<file path="config.mk">
export PLATFORM = sky130hd
export DESIGN_NAME = cosine_controller
export DESIGN_NICKNAME = d
export VERILOG_FILES = /design/src/rtl/cosine_pkg.sv /design/src/rtl/cosine_down_counter.sv /design/src/rtl/cosine_controller.sv
export SDC_FILE = /design/constraint.sdc
export NUM_CORES = 1
export LEC_CHECK = 0
export ABC_CLOCK_PERIOD_IN_PS = 5000
export CELL_PAD_IN_SITES_DETAIL_PLACEMENT = 2
export CELL_PAD_IN_SITES_GLOBAL_PLACEMENT = 2
export CORE_MARGIN = 3
export CORE_UTILIZATION = 34
export CTS_CLUSTER_SIZE = 24
export DETAILED_ROUTE_END_ITERATION = 7
export PLACE_DENSITY = 0.81
export SKIP_CTS_REPAIR_TIMING = 1
export SLEW_MARGIN = 20
export SYNTH_ARGS = -nofsm -noshare
export SYNTH_HDL_FRONTEND = slang
export SYNTH_SLANG_ARGS = --single-unit
</file>
<file path="constraint.sdc">
create_clock -name clk -period 5 [get_ports clk]
set_input_delay 1 -clock clk [delete_from_list [all_inputs] [get_ports clk]]
set_output_delay 1 -clock clk [all_outputs]
set_load 0.02 [all_outputs]
</file>
<file path="src/rtl/cosine_pkg.sv">
// rtl/cosine_pkg.sv - shared state codes and constants for the cosine datapath and controller
package cosine_pkg;

  localparam int STATE_W      = 4;
  localparam int SERIES_TERMS = 8;
  // Fixed-point 1.0 (5 integer bits, 11 fraction bits) used by the datapath term register
  localparam logic [15:0] ONE = 16'b00001_00000000000;

  typedef enum logic [3:0] {
    STANDBY    = 4'd0,
    ALERT      = 4'd1,
    START_CALC = 4'd2,
    ACCUM      = 4'd3,
    CALC_DIST  = 4'd4,
    REMULT     = 4'd5,
    REPORT     = 4'd6
  } state_e;

endpackage

</file>
<file path="src/rtl/cosine_down_counter.sv">
// rtl/cosine_down_counter.sv - loadable down-counter with a registered-value zero flag
module cosine_down_counter #(
  parameter int W = 8
) (
  input  logic         clk,
  input  logic         reset,
  input  logic         load,
  input  logic [W-1:0] load_value,
  input  logic         en,
  output logic         zero
);

  logic [W-1:0] count;

  // Load has priority; decrement stops at zero so the flag stays stable
  always_ff @(posedge clk) begin
    if (reset) begin
      count <= '0;
    end else if (load) begin
      count <= load_value;
    end else if (en && (count != '0)) begin
      count <= count - 1'b1;
    end
  end

  assign zero = (count == '0);

endmodule

</file>
<file path="src/rtl/cosine_controller.sv">
// rtl/cosine_controller.sv - sequencing FSM for the cosine/distance datapath
module cosine_controller #(
  parameter int ALERT_CYCLES    = 4,
  parameter int WATCHDOG_CYCLES = 32,
  parameter int STATE_W         = 4
) (
  input  logic               clk,
  input  logic               reset,
  input  logic               start,
  input  logic               stop,
  input  logic               done,
  input  logic               result_ready,
  output logic [STATE_W-1:0] state,
  output logic               alert,
  output logic               busy,
  output logic               result_valid,
  output logic               error,
  output logic [3:0]         loop_count
);

  import cosine_pkg::*;

  localparam int AW = $clog2(ALERT_CYCLES + 1);
  localparam int WW = $clog2(WATCHDOG_CYCLES + 1);

  state_e state_q;
  state_e state_d;
  logic   alert_load;
  logic   alert_zero;
  logic   wd_load;
  logic   wd_zero;
  logic   in_loop;
  logic   abort;
  logic   result_valid_q;

  assign in_loop    = (state_q == ACCUM) || (state_q == REMULT);
  assign alert_load = (state_q == STANDBY) && start;
  assign wd_load    = (state_q == START_CALC);

  cosine_down_counter #(.W(AW)) u_alert_cnt (
    .clk        (clk),
    .reset      (reset),
    .load       (alert_load),
    .load_value (AW'(ALERT_CYCLES - 1)),
    .en         (state_q == ALERT),
    .zero       (alert_zero)
  );

  cosine_down_counter #(.W(WW)) u_watchdog_cnt (
    .clk        (clk),
    .reset      (reset),
    .load       (wd_load),
    .load_value (WW'(WATCHDOG_CYCLES - 1)),
    .en         (in_loop),
    .zero       (wd_zero)
  );

  // Next-state decode; a normal loop exit on stop wins over a same-cycle watchdog abort
  always_comb begin
    state_d = state_q;
    abort   = 1'b0;
    case (state_q)
      STANDBY:    if (start) state_d = ALERT;
      ALERT:      if (alert_zero) state_d = START_CALC;
      START_CALC: state_d = ACCUM;
      ACCUM: begin
        if (wd_zero) begin
          state_d = STANDBY;
          abort   = 1'b1;
        end else begin
          state_d = REMULT;
        end
      end
      REMULT: begin
        if (stop) begin
          state_d = CALC_DIST;
        end else if (wd_zero) begin
          state_d = STANDBY;
          abort   = 1'b1;
        end else begin
          state_d = ACCUM;
        end
      end
      CALC_DIST:  state_d = REPORT;
      REPORT:     if (result_valid_q && result_ready) state_d = STANDBY;
      default:    state_d = STANDBY;
    endcase
  end

  // State, loop counter, sticky error and registered result_valid
  always_ff @(posedge clk) begin
    if (reset) begin
      state_q        <= STANDBY;
      loop_count     <= 4'd0;
      error          <= 1'b0;
      result_valid_q <= 1'b0;
    end else begin
      state_q <= state_d;
      if (state_q == START_CALC) begin
        loop_count <= 4'd0;
      end else if ((state_q == ACCUM) && (loop_count != 4'hF)) begin
        loop_count <= loop_count + 4'd1;
      end
      if (alert_load) begin
        error <= 1'b0;
      end else if (abort) begin
        error <= 1'b1;
      end
      // The datapath raises done on the same edge that ends CALC_DIST, so entry into REPORT is valid
      result_valid_q <= (state_d == REPORT) && ((state_q == CALC_DIST) || done);
    end
  end

  assign state        = STATE_W'(state_q);
  assign alert        = (state_q == ALERT);
  assign busy         = (state_q != STANDBY);
  assign result_valid = result_valid_q;

endmodule

</file>
==> results.txt <==
Final period util -> 0.591
Chip Width -> 62.6 microns
Leak -> 0.481 nW
vias in the first global route -> 1035
initial DRC count -> 46
antenna-violating nets left -> 0
CTS Sinks -> 19
first drt pass iteration count -> 4
dpl hpwl -> 2.23 mm
post-synthesis cell area -> 1090 sq um
fillers -> 334
drt via density -> 5.35
Site Rows -> 19
Worst Hold Class -> register to register
later-pin clock latency in the skew report -> 0.30 ns
final core utilization -> 0.448
Ant. Diodes -> 0
CP Class -> register to primary output
Port Buf Inserts -> 17
CP endpoint kind -> primary output
status -> complete, no violations
core area -> 2900 sq um
worst-path maximum fanout -> 13
synthesis-stage register bit count -> 19
hold slack final -> 0.511 ns
Reg area -> 380 sq um
commonest non-fill, non-tap cell in the layout -> dfxtp_1
share of layout cells above drive strength 1 -> 0.107
Ports -> 18
Vias -> 926
global placement routability congestion -> 0.751
commonest cells after routing, fill and taps aside -> 19 x dfxtp_1, 17 x clkdlybuf4s50_1, 11 x nor2_1, 8 x nand3_1, 7 x a21oi_1
sequential area share after synthesis -> 0.349
Area Growth Syn to Fin -> 19.3%
minimum clock period -> 2.96 ns
ys async rst share -> 0
largest net degree at the start of global routing -> 14
Setup TNS -> 0 ns
final hold violations -> 0
Cell Pwr Density -> 203 nW/um^2
min-delay src -> loop_count[1]
R2R Path End -> u_watchdog_cnt.count[5]
final setup vio count -> 0
Max Freq -> 338 MHz
Post-Route WL -> 2.87 mm
Max VDD drop -> 118 uV
Die H -> 62.6 microns
Die Area -> 3920 sq um
CTS Buf Count -> 3
worst-case reg-to-reg path depth -> 4
hold path depth -> 2
GRT Util Overall -> 0.162
Mapped Avg Cell Area -> 9.48 sq um
CTS tree -> done
Final Slew Violations -> 0
number of remaining DRC errors -> 0
fin nets -> 142
Max-Cap Viols -> 0
Initial Utilization -> 0.376
crit start category -> register
Hold Crit Endpoint -> loop_count[1]
Post-synth EDFFs -> 0
GRT overflow -> 0
syn_nets -> 125
Routed WL per cell -> 16.6 microns
CP required -> 4.00 ns
count of different cell masters after synthesis -> 45
reg2reg start -> state[1]
root buffer cell -> clkbuf_4
Worst slew margin -> 0.578
clk_skew -> 0.00323 ns
slew at the pin closest to its max-slew limit -> 0.631 ns
footprint of the multi-input gates -> 648 sq um
Synth Instances -> 115
R2R setup slack -> 2.86 ns
H-tree depth -> 1
Main synth FF type -> dfxtp_1
first-pass GRT wire length -> 5.03 mm
Worst EP arrival -> 1.96 ns
clk slew on worst S/H paths -> 0.11 ns
RSZ-0062 raised after global routing -> no
Ys Warns -> 0
CTS max path bufs -> 2
initial antenna violation count -> 0
-- critical path, stage by stage, from the launching register on --
cell             delay [ns]
dfxtp_1                0.74
nor2_1                 0.20
nand2_1                0.11
clkdlybuf4s50_1        0.60
-- sequential cells by signal (all words and copies together), names as in the netlist --
register	count
error	1
u_watchdog_cnt.count	6
loop_count	4
u_alert_cnt.count	3
state	4
result_valid	1
-- routing by layer --
metal  wire length [microns]  vias up  GRT usage
met5                       0        -          0
met4                      25        0     0.0413
met3                     100        5     0.0432
met2                    1460       15      0.301
met1                    1290      466      0.181
li1                        -      440          -
-- per-stage QoR --
step / setup slack, ns / cells / cell area (sq um) / power (mW)
global placement: 2.41 / 169 / 1270 / 0.184
finish: 2.04 / 173 / 1300 / 0.263
CTS: 2.06 / 173 / 1300 / 0.268
detailed placement: 2.32 / 169 / 1270 / 0.186
floorplan: 3.04 / 115 / 1090 / 0.174
global route: 1.94 / 173 / 1300 / 0.282
-- cells in the mapped netlist, types with 2 or more instances --
cell type | count | share of area
o21ai_0 | 3 | 0.014
a31oi_1 | 2 | 0.011
nand3_1 | 8 | 0.037
inv_1 | 6 | 0.021
nand2_1 | 6 | 0.021
buf_6 | 2 | 0.021
xor2_1 | 5 | 0.040
and2b_1 | 2 | 0.014
nor4b_4 | 2 | 0.044
nor2_1 | 11 | 0.038
a21oi_1 | 7 | 0.032
mux2_4 | 2 | 0.028
xnor2_1 | 2 | 0.016
nand3b_1 | 2 | 0.014
and3_1 | 2 | 0.011
nor3_1 | 3 | 0.014
dfxtp_1 | 19 | 0.35
ha_1 | 4 | 0.046
-- power by group --
part / leakage, nW / total, mW / switching (mW) / internal [mW]
combinational: 0.312 / 0.0263 / 0.0142 / 0.0121
sequential: 0.154 / 0.156 / 0.00261 / 0.153
clock: 0.0150 / 0.0810 / 0.0498 / 0.0311
total: 0.481 / 0.263 / 0.0666 / 0.197
-- worst max path at each step --
stage / end / slack (ns) / startpoint / cells after the start
floorplan: busy / 3.04 / state[2] / 3
global placement: result_valid / 2.41 / reset / 4
detailed placement: result_valid / 2.32 / reset / 4
CTS: busy / 2.06 / state[1] / 3
global route: busy / 1.94 / state[1] / 3
finish: busy / 2.04 / state[1] / 3
-- cells by family (layout without fill, tap and decap cells) --
| group | after synthesis | after routing | share of synthesized area |
|---|---|---|---|
| AND/OR/NAND/NOR | 46 | 46 | 0.265 |
| AO/OA/AOI/OAI | 22 | 22 | 0.152 |
| flip-flops | 19 | 19 | 0.349 |
| buffers and inverters | 11 | 27 | 0.0562 |
| XOR/XNOR | 8 | 8 | 0.0815 |
| adder cells (fa/ha/maj) | 4 | 4 | 0.0459 |
| multiplexers | 4 | 4 | 0.0471 |
| other | 1 | 1 | 0.00344 |
-- area by class of cell --
type                       count  area share
tap                           42      0.0404
sequential                    19       0.293
multi-input combinational     85       0.499
clock buffer                   4      0.0202
timing repair buffer          17       0.131
inverter                       6      0.0173
(Power assumes the default switching activity.)
